===== src/rtl/alu_pkg.sv =====
// Shared definitions for the sequential accumulator ALU: opcode map and
// controller state encoding, imported by alu_seq and its interface users.
package alu_pkg;

    localparam logic [3:0] OP_HLT = 4'b0000;
    localparam logic [3:0] OP_SKZ = 4'b0001;
    localparam logic [3:0] OP_ADD = 4'b0010;
    localparam logic [3:0] OP_AND = 4'b0011;
    localparam logic [3:0] OP_XOR = 4'b0100;
    localparam logic [3:0] OP_LDA = 4'b0101;
    localparam logic [3:0] OP_STO = 4'b0110;
    localparam logic [3:0] OP_JMP = 4'b0111;
    localparam logic [3:0] OP_SUB = 4'b1000;
    localparam logic [3:0] OP_OR  = 4'b1001;
    localparam logic [3:0] OP_SHL = 4'b1010;
    localparam logic [3:0] OP_SHR = 4'b1011;
    localparam logic [3:0] OP_MUL = 4'b1100;

    typedef enum logic {
        ST_IDLE = 1'b0,
        ST_BUSY = 1'b1
    } state_t;

endpackage


===== src/rtl/alu_seq_if.sv =====
// Operand/result handshake bundle for alu_seq.
// master: producer/consumer side (drives operands, out_ready); slave: the ALU.
interface alu_seq_if #(
    parameter int WIDTH = 8
);
    logic             in_valid;
    logic             in_ready;
    logic [WIDTH-1:0] in_a;
    logic [WIDTH-1:0] in_b;
    logic [3:0]       opcode;
    logic             out_valid;
    logic             out_ready;
    logic [WIDTH-1:0] alu_out;
    logic             carry;
    logic             zero;
    logic             a_is_zero;

    modport master (
        output in_valid, in_a, in_b, opcode, out_ready,
        input  in_ready, out_valid, alu_out, carry, zero, a_is_zero
    );

    modport slave (
        input  in_valid, in_a, in_b, opcode, out_ready,
        output in_ready, out_valid, alu_out, carry, zero, a_is_zero
    );

endinterface


===== src/rtl/alu_mul_seq.sv =====
// Shift-add multiplier: i_start loads operands, then one iteration per cycle.
// Ports: clk, rst, i_start, i_a, i_b in; o_done (after WIDTH iterations), o_product out.
module alu_mul_seq #(
    parameter int WIDTH = 8,
    parameter int CNT_W = $clog2(WIDTH + 1)
) (
    input  logic               clk,
    input  logic               rst,
    input  logic               i_start,
    input  logic [WIDTH-1:0]   i_a,
    input  logic [WIDTH-1:0]   i_b,
    output logic               o_done,
    output logic [2*WIDTH-1:0] o_product
);

    logic               r_busy;
    logic [CNT_W-1:0]   r_cnt;
    logic [2*WIDTH-1:0] r_acc;
    logic [2*WIDTH-1:0] r_mcand;
    logic [WIDTH-1:0]   r_mplier;

    always_ff @(posedge clk) begin
        if (rst) begin
            r_busy   <= 1'b0;
            r_cnt    <= '0;
            r_acc    <= '0;
            r_mcand  <= '0;
            r_mplier <= '0;
        end else if (i_start) begin
            r_busy   <= 1'b1;
            r_cnt    <= '0;
            r_acc    <= '0;
            r_mcand  <= {{WIDTH{1'b0}}, i_a};
            r_mplier <= i_b;
        end else if (r_busy) begin
            // done is presented for one cycle once the count hits WIDTH
            if (r_cnt == CNT_W'(WIDTH)) begin
                r_busy <= 1'b0;
            end else begin
                if (r_mplier[0]) begin
                    r_acc <= r_acc + r_mcand;
                end
                r_mcand  <= r_mcand << 1;
                r_mplier <= r_mplier >> 1;
                r_cnt    <= r_cnt + 1'b1;
            end
        end
    end

    assign o_done    = r_busy && (r_cnt == CNT_W'(WIDTH));
    assign o_product = r_acc;

endmodule


===== src/rtl/alu_seq.sv =====
// Sequential accumulator ALU with a registered result slot behind valid/ready.
// Ports: clk, rst (sync, active-high), bus (alu_seq_if.slave: operands in, result/flags out).
// Macro ALU_MUL_EN: enables the multi-cycle MUL (opcode 1100) via alu_mul_seq.
module alu_seq
    import alu_pkg::*;
#(
    parameter int WIDTH = 8,
    parameter int CNT_W = $clog2(WIDTH + 1)
) (
    input  logic       clk,
    input  logic       rst,
    alu_seq_if.slave   bus
);

    state_t           r_state;
    logic             r_out_valid;
    logic [WIDTH-1:0] r_alu_out;
    logic             r_carry;
    logic             r_zero;
    logic             r_a_zero;

    logic             w_in_ready;
    logic             w_accept;
    logic [WIDTH-1:0] w_res;
    logic             w_cy;
    logic [WIDTH:0]   w_sum;
    logic [WIDTH:0]   w_diff;

`ifdef ALU_MUL_EN
    logic               r_mul_a_zero;
    logic               w_mul_start;
    logic               w_mul_done;
    logic [2*WIDTH-1:0] w_product;

    assign w_in_ready  = (r_state == ST_IDLE) && (!r_out_valid || bus.out_ready);
    assign w_mul_start = w_accept && (bus.opcode == OP_MUL);

    alu_mul_seq #(
        .WIDTH (WIDTH),
        .CNT_W (CNT_W)
    ) u_mul (
        .clk       (clk),
        .rst       (rst),
        .i_start   (w_mul_start),
        .i_a       (bus.in_a),
        .i_b       (bus.in_b),
        .o_done    (w_mul_done),
        .o_product (w_product)
    );
`else
    assign w_in_ready = !r_out_valid || bus.out_ready;
`endif

    assign w_accept = bus.in_valid && w_in_ready;

    // single-cycle datapath; MUL falls into the pass-A default
    always_comb begin
        w_sum  = {1'b0, bus.in_a} + {1'b0, bus.in_b};
        w_diff = {1'b0, bus.in_a} - {1'b0, bus.in_b};
        w_res  = bus.in_a;
        w_cy   = 1'b0;
        case (bus.opcode)
            OP_ADD: begin
                w_res = w_sum[WIDTH-1:0];
                w_cy  = w_sum[WIDTH];
            end
            OP_AND: w_res = bus.in_a & bus.in_b;
            OP_XOR: w_res = bus.in_a ^ bus.in_b;
            OP_LDA: w_res = bus.in_b;
            OP_SUB: begin
                // top bit of the widened difference is the borrow
                w_res = w_diff[WIDTH-1:0];
                w_cy  = w_diff[WIDTH];
            end
            OP_OR:  w_res = bus.in_a | bus.in_b;
            OP_SHL: begin
                w_res = {bus.in_a[WIDTH-2:0], 1'b0};
                w_cy  = bus.in_a[WIDTH-1];
            end
            OP_SHR: begin
                w_res = {1'b0, bus.in_a[WIDTH-1:1]};
                w_cy  = bus.in_a[0];
            end
            default: ;
        endcase
    end

    always_ff @(posedge clk) begin
        if (rst) begin
            r_state     <= ST_IDLE;
            r_out_valid <= 1'b0;
            r_alu_out   <= '0;
            r_carry     <= 1'b0;
            r_zero      <= 1'b0;
            r_a_zero    <= 1'b0;
`ifdef ALU_MUL_EN
            r_mul_a_zero <= 1'b0;
`endif
        end else begin
            unique case (r_state)
                ST_IDLE: begin
                    if (w_accept) begin
`ifdef ALU_MUL_EN
                        if (bus.opcode == OP_MUL) begin
                            // slot is empty or draining this edge
                            r_state      <= ST_BUSY;
                            r_out_valid  <= 1'b0;
                            r_mul_a_zero <= (bus.in_a == '0);
                        end else
`endif
                        begin
                            r_out_valid <= 1'b1;
                            r_alu_out   <= w_res;
                            r_carry     <= w_cy;
                            r_zero      <= (w_res == '0);
                            r_a_zero    <= (bus.in_a == '0);
                        end
                    end else if (bus.out_ready) begin
                        r_out_valid <= 1'b0;
                    end
                end
                ST_BUSY: begin
`ifdef ALU_MUL_EN
                    if (w_mul_done) begin
                        r_state     <= ST_IDLE;
                        r_out_valid <= 1'b1;
                        r_alu_out   <= w_product[WIDTH-1:0];
                        r_carry     <= |w_product[2*WIDTH-1:WIDTH];
                        r_zero      <= (w_product[WIDTH-1:0] == '0);
                        r_a_zero    <= r_mul_a_zero;
                    end
`else
                    r_state <= ST_IDLE;
`endif
                end
            endcase
        end
    end

    assign bus.in_ready  = w_in_ready;
    assign bus.out_valid = r_out_valid;
    assign bus.alu_out   = r_alu_out;
    assign bus.carry     = r_carry;
    assign bus.zero      = r_zero;
    assign bus.a_is_zero = r_a_zero;

endmodule

===== src/flat_wrapper.sv =====
// flat-port wrapper written by rule: the top's interface ports become plain ports
module alu_seq_flat import alu_pkg::*;
#(
    parameter int WIDTH = 8,
    parameter int CNT_W = $clog2(WIDTH + 1)
)
  (clk, rst, bus_in_valid, bus_in_a, bus_in_b, bus_opcode, bus_out_ready, bus_in_ready, bus_out_valid, bus_alu_out, bus_carry, bus_zero, bus_a_is_zero);
  alu_seq_if #(.WIDTH(WIDTH)) bus_i ();
  input  logic clk;
  input  logic rst;
  input wire logic [$bits(bus_i.in_valid)-1:0] bus_in_valid;
  input wire logic [$bits(bus_i.in_a)-1:0] bus_in_a;
  input wire logic [$bits(bus_i.in_b)-1:0] bus_in_b;
  input wire logic [$bits(bus_i.opcode)-1:0] bus_opcode;
  input wire logic [$bits(bus_i.out_ready)-1:0] bus_out_ready;
  output wire logic [$bits(bus_i.in_ready)-1:0] bus_in_ready;
  output wire logic [$bits(bus_i.out_valid)-1:0] bus_out_valid;
  output wire logic [$bits(bus_i.alu_out)-1:0] bus_alu_out;
  output wire logic [$bits(bus_i.carry)-1:0] bus_carry;
  output wire logic [$bits(bus_i.zero)-1:0] bus_zero;
  output wire logic [$bits(bus_i.a_is_zero)-1:0] bus_a_is_zero;
  assign bus_i.in_valid = bus_in_valid;
  assign bus_i.in_a = bus_in_a;
  assign bus_i.in_b = bus_in_b;
  assign bus_i.opcode = bus_opcode;
  assign bus_i.out_ready = bus_out_ready;
  assign bus_in_ready = bus_i.in_ready;
  assign bus_out_valid = bus_i.out_valid;
  assign bus_alu_out = bus_i.alu_out;
  assign bus_carry = bus_i.carry;
  assign bus_zero = bus_i.zero;
  assign bus_a_is_zero = bus_i.a_is_zero;
  alu_seq #(.WIDTH(WIDTH), .CNT_W(CNT_W)) u_core (.clk(clk), .rst(rst), .bus(bus_i));
endmodule

===== config.mk =====
export PLATFORM = sky130hd
export DESIGN_NAME = alu_seq_flat
export DESIGN_NICKNAME = d
export VERILOG_FILES = /design/src/rtl/alu_pkg.sv /design/src/rtl/alu_seq_if.sv /design/src/rtl/alu_mul_seq.sv /design/src/rtl/alu_seq.sv /design/src/flat_wrapper.sv
export SDC_FILE = /design/constraint.sdc
export NUM_CORES = 1
export LEC_CHECK = 0
export CELL_PAD_IN_SITES_DETAIL_PLACEMENT = 0
export CELL_PAD_IN_SITES_GLOBAL_PLACEMENT = 1
export CORE_ASPECT_RATIO = 1.4
export CORE_MARGIN = 4
export CORE_UTILIZATION = 41
export DETAILED_ROUTE_END_ITERATION = 16
export PLACE_DENSITY_LB_ADDON = 0.12
export SLEW_MARGIN = 20
export SYNTH_ARGS = -nofsm -noshare
export SYNTH_HDL_FRONTEND = slang
export SYNTH_HIERARCHICAL = 1
export SYNTH_SLANG_ARGS = --single-unit

===== constraint.sdc =====
create_clock -name clk -period 4.7 [get_ports clk]
set_input_delay 0.94 -clock clk [delete_from_list [all_inputs] [get_ports clk]]
set_output_delay 0.94 -clock clk [all_outputs]
set_load 0.005 [all_outputs]

[Word level (Yosys, flattened, before mapping)]
Cells that the tools add are included.
Cells by class
  equality and inequality tests: 8
  muxes and demuxes: 4
  bitwise gates (word level): 3
  shift operators: 0
  $mul: 0
  $add $sub $neg: 2
  div/mod/pow operators: 0
  $lt $le $gt $ge: 0
  reductions and logical operators: 6
Operators with widths (number)
  one-hot mux 8 bit (8 select lines): 1
  equality test 4 bit (second input constant): 4
  zero test 8 bit: 2
  adder 8 x 8 -> 9 bit: 1
  subtractor 8 x 8 -> 9 bit: 1
  AND 8 bit: 1
  equality test 4 x 2 -> 1 bit (second input constant): 2
  equality test 4 x 3 -> 1 bit (second input constant): 2
  OR 8 bit: 1
  bitwise XOR 8 bit: 1
  one-hot mux 1 bit (4 select lines): 1
  two-way mux 1 bit: 2
  nonzero test 2 bit: 1
  logical AND 1 bit: 1
  zero test 1 bit: 1
  logical OR 1 bit: 1
Storage, ports and cells
  bits in latches: 0
  word-level logic and storage cells: 28
  ROM bits: 0
  memories kept: 0
  output and inout bits: 13
  bits of input ports: 24
  bits in registers: 12
  bits in writable memories: 0

[Logic depth before layout (Yosys ltp)]
  depth after elaboration: 4
  gate-level depth with buffers: 11
  depth with buffers taken out: 11

[Worst setup path after synthesis]
OpenSTA, ideal clock, no wires.
  kind: input to register
  start: in bus_in_a[0]
  end: reg u_core.r_zero, in the netlist u_core/bus.zero
  required time: 4613 ps
  library setup time: 87 ps
  path buffers: 0
  stages on the path: 11
  slack: 1763 ps
  data arrival time: 2850 ps
  cells stage by stage: inv_1 -> ha_1 -> inv_1 -> fa_1 -> nor2b_1 -> a211oi_1 -> xnor2_1 -> o221ai_1 -> o22a_1 -> nand4b_1 -> o31ai_1
Between the ends
  longest elaborated chain between the ends: 3
  elaborated cells on any way between the ends: 7
  those cells by class: add/sub: 2; mux: 1; bitwise: 3; reduce/logical: 1
RTL lines
  start: declaration: RTL line flat_wrapper.sv:12  | input wire logic [$bits(bus_i.in_a)-1:0] bus_in_a;
  subtractor 8 x 8 -> 9 bit, or another cell as far along: RTL line alu_seq.sv:59  | w_diff = {1'b0, bus.in_a} - {1'b0, bus.in_b};
  one-hot mux 8 bit (8 select lines) (*): RTL line alu_seq.sv:62  | case (bus.opcode)
  zero test 8 bit (*): RTL line alu_seq.sv:115  | r_zero <= (w_res == '0);
  end signal: assignment: RTL line alu_seq.sv:115
  end: declaration: RTL line alu_seq.sv:19  | logic r_zero;
Every way passes the cells marked *; elsewhere a longest branch is shown, timed or not.
A chain may end at the register's enable or synchronous reset.

[Final worst setup path]
Ends and elaborated chain as after synthesis.

==> results.cfg <==
[run_status]
status = finished clean

[sta]
fin_crit_sh_pct = 78.21
relSlewSlack_pct = 54.61
hold_ws_ns = 0.4579
fmax_ghz = 0.2720
post-route-min-period_ns = 3.676
setup_violations = 0
grt_setup_unrepaired = no
setup_tns_ns = 0
worst-slew-pin-transition_ns = 0.6787
maxSlewViolCount = 0
hold_violations = 0
clock_skew_ns = 0.001070

[critical_path]
start_kind = input port
r2r_end = u_core/bus.zero
r2r_slack_ns = 2.82
reg2reg_depth = 7
cp_top_family = compound AO/OA/AOI/OAI gates
worstPathRequired_ns = 4.85
end_kind = register
critPathMostFrequentCell = inv_1
cp_cell_sequence = clkdlybuf4s50_1 > inv_1 > ha_1 > inv_1 > fa_1 > nor2b_1 > a211oi_1 > xnor2_1 > o221ai_1 > o22a_1 > nand4b_1 > o31ai_1
slowest_stage = clkdlybuf4s50_1
startpoint = bus_in_a[0]
critPathMaxFanout = 6
max_stage_delay_ns = 0.54
cp.buffers_inverters = 3
path_class = input port to register
arrival_ns = 3.82
r2r-start = u_core/bus.out_valid

[floorplanning]
initial_utilization_pct = 43.43
core_area_sq_mm = 0.004644
num_rows = 29
fp.dieH_um = 90.99
die_x_um = 67.28
dieArea_sq_mm = 0.006121
top_level_ports = 37

[routing]
routed_wl_um = 6520
wire_per_inst_um = 17.67
drc = 0
ant_nets = 0
drt_iter0_markers = 98
wl_met2_um = 3223
viasPerCell = 5.997
dr.max_layer_used = met4
wl_met3_um = 315
met1_length_um = 2744
num_vias = 2213
first_pass_iters = 4

[cells_and_area]
final_core_util_pct = 53.29
diodes = 0
finalNetCount = 359
instances_no_fill = 369
areaGrowthSynthToFinish_pct = 22.70
layout-drive-gt1-share_pct = 5.863

[placement]
placedCellCount = 365
gp_congestion = 0.9777
port_buffers = 36
dp_hpwl_um = 5152

[global_route]
antenna_found_initial = 0
grt_pass1_wl_um = 10430
grt_use_total_pct = 21.38
grt_max_degree = 20
overflow = 0
grt_pass1_vias = 2121

[power]
clkPwrFrac_pct = 24.5
total_power_w = 0.0004384
ir_worst_vdd_uv = 58.06
seqPwrFrac_pct = 25.6
p_leak_nw = 1.013
internal-power_w = 0.0002798
p_comb_share_pct = 49.8
switching_share_pct = 36.17
p_switching_w = 0.0001586
power_density_mw_per_mm2 = 177.1

[logic_synthesis]
synth_area_sq_mm = 0.002017
ys_types = 58
yosys-top-cells-area = ha_1 (16%), dfxtp_1 (12%), nor2_1 (5.0%), inv_1 (4.7%), a21oi_1 (4.2%)
ys_ff_latch = 12
syn_inst = 280
synthFlopType = dfxtp_1
synth_top_area_cell = ha_1
synth.avg_cell_area_sq_um = 7.203
ys_warn_count = 6
syn_nets = 331
synth_edf_count = 0
yosys.area.top_type_share_pct = 15.51
postSynth.asyncResetShare_pct = 0
yosysSeqAreaShare_pct = 11.91

[hold_path]
whs_endpoint = u_core/bus.a_is_zero
hold_path_class = register to register
hold_depth = 2
hold_start = u_core/bus.a_is_zero

[cts]
cts.sinks = 12
worstSkewPairLatency_ns = 0.23
htreeDepth = 1
cts_buffer_depth = 2
cts_root_buf = clkbuf_8
cts_buffers = 3
cts_resized = 0
cts.reportedPaths.clkPinSlew_ns = 0.05
cts_tree = built
cts_hold_buf = 0
postCtsSetupBuffers = 0

[job]
cap_viol_max_count = 0
## kinds of logic after synthesis
| group | share of synthesized area, % |
|---|---|
| DFF | 11.91 |
| buffers and inverters | 8.622 |
| and+or+nand+nor | 26.49 |
| adders and majority gates | 17.49 |
| muxes | 4.529 |
| xor gates and xnor gates | 0.8686 |
| AOI/OAI and AO/OA | 30.09 |
## registers in the layout, summed over array words and instances, names as in the netlist
signal and count:
u_core/bus.out_valid 1, u_core/bus.carry 1, u_core/bus.alu_out 8, u_core/bus.zero 1, u_core/bus.a_is_zero 1
## stage by stage
step                      area, sq um  setup slack [ns]
final                            2475             1.024
after global routing             2475            0.8749
after CTS                        2475             1.022
after detailed placement         2420            0.7908
after global placement           2420            0.8245
after floorplan                  2017             1.763
## power by group through the flow
| stage | combinational, W | clock (W) | sequential, W |
|---|---|---|---|
| after CTS | 0.000215 | 0.000110 | 0.000113 |
| after detailed placement | 0.000214 | 0 | 0.000115 |
| after global routing | 0.000238 | 0.000117 | 0.000113 |
| final | 0.000219 | 0.000107 | 0.000112 |
| after global placement | 0.000214 | 0 | 0.000114 |
| after floorplan | 0.000133 | 0 | 0.000115 |
## how the worst max path moves through the flow
stage	slack, ns	cells past startpoint	end
after floorplan	1.76	11	u_core/bus.zero
after global placement	0.82	12	u_core/bus.zero
after detailed placement	0.79	12	u_core/bus.zero
after CTS	1.02	12	u_core/bus.zero
after global routing	0.87	12	u_core/bus.zero
final	1.02	12	u_core/bus.zero
## cells in the mapped netlist, types with 3 or more instances
cell       instances
a2111oi_0          3
a211oi_1           9
a21oi_1           17
a31oi_1            4
and2_1             3
buf_2              7
clkbuf_1          11
dfxtp_1           12
ha_1              25
inv_1             25
mux2i_1            8
nand2_1           16
nand2b_1           7
nand3_1            4
nor2_1            27
nor2b_1            8
nor3_1             8
nor3b_1            3
nor4_1             4
o21a_1             5
o21ai_0           12
o221ai_1           3
o22ai_1            6
or3_1              4
## worst register-to-register path: cells and delay by family, from the launching register on
family | cells | cell delay [ns]
flops | 1 | 0.30
simple gates | 3 | 0.53
compound gates | 4 | 0.97
## cell usage in the layout, fill, tap and decap left out, drive strengths merged, types with 6 or more instances in the layout
master         synthesis  routed
buf                    8       6
nand2                 16      16
clkdlybuf4s50          0      36
a21oi                 17      17
ha                    25      25
mux2i                  8       8
nor2                  27      27
o21ai                 12      12
a211oi                 9       9
dfxtp                 12      12
inv                   25      25
nand2b                 7       7
nor2b                  8       8
o22ai                  6       6
nor3                   8       8
## final cells by class
class / instances / area [sq um]
fill: 505 / 2170
tap: 62 / 77.57
sequential: 12 / 240.2
timing repair buffer: 42 / 405.4
inverter: 25 / 93.84
clock buffer: 4 / 55.05
multi-input combinational: 224 / 1603
## metal layers
metal | vias to the layer above | track usage (%)
li1 | 1075 | -
met5 | - | 0
met3 | 15 | 1.481
met1 | 1051 | 26.51
met4 | 0 | 9.475
met2 | 72 | 36.75
No activity file was read; power rests on OpenSTA's default activity.
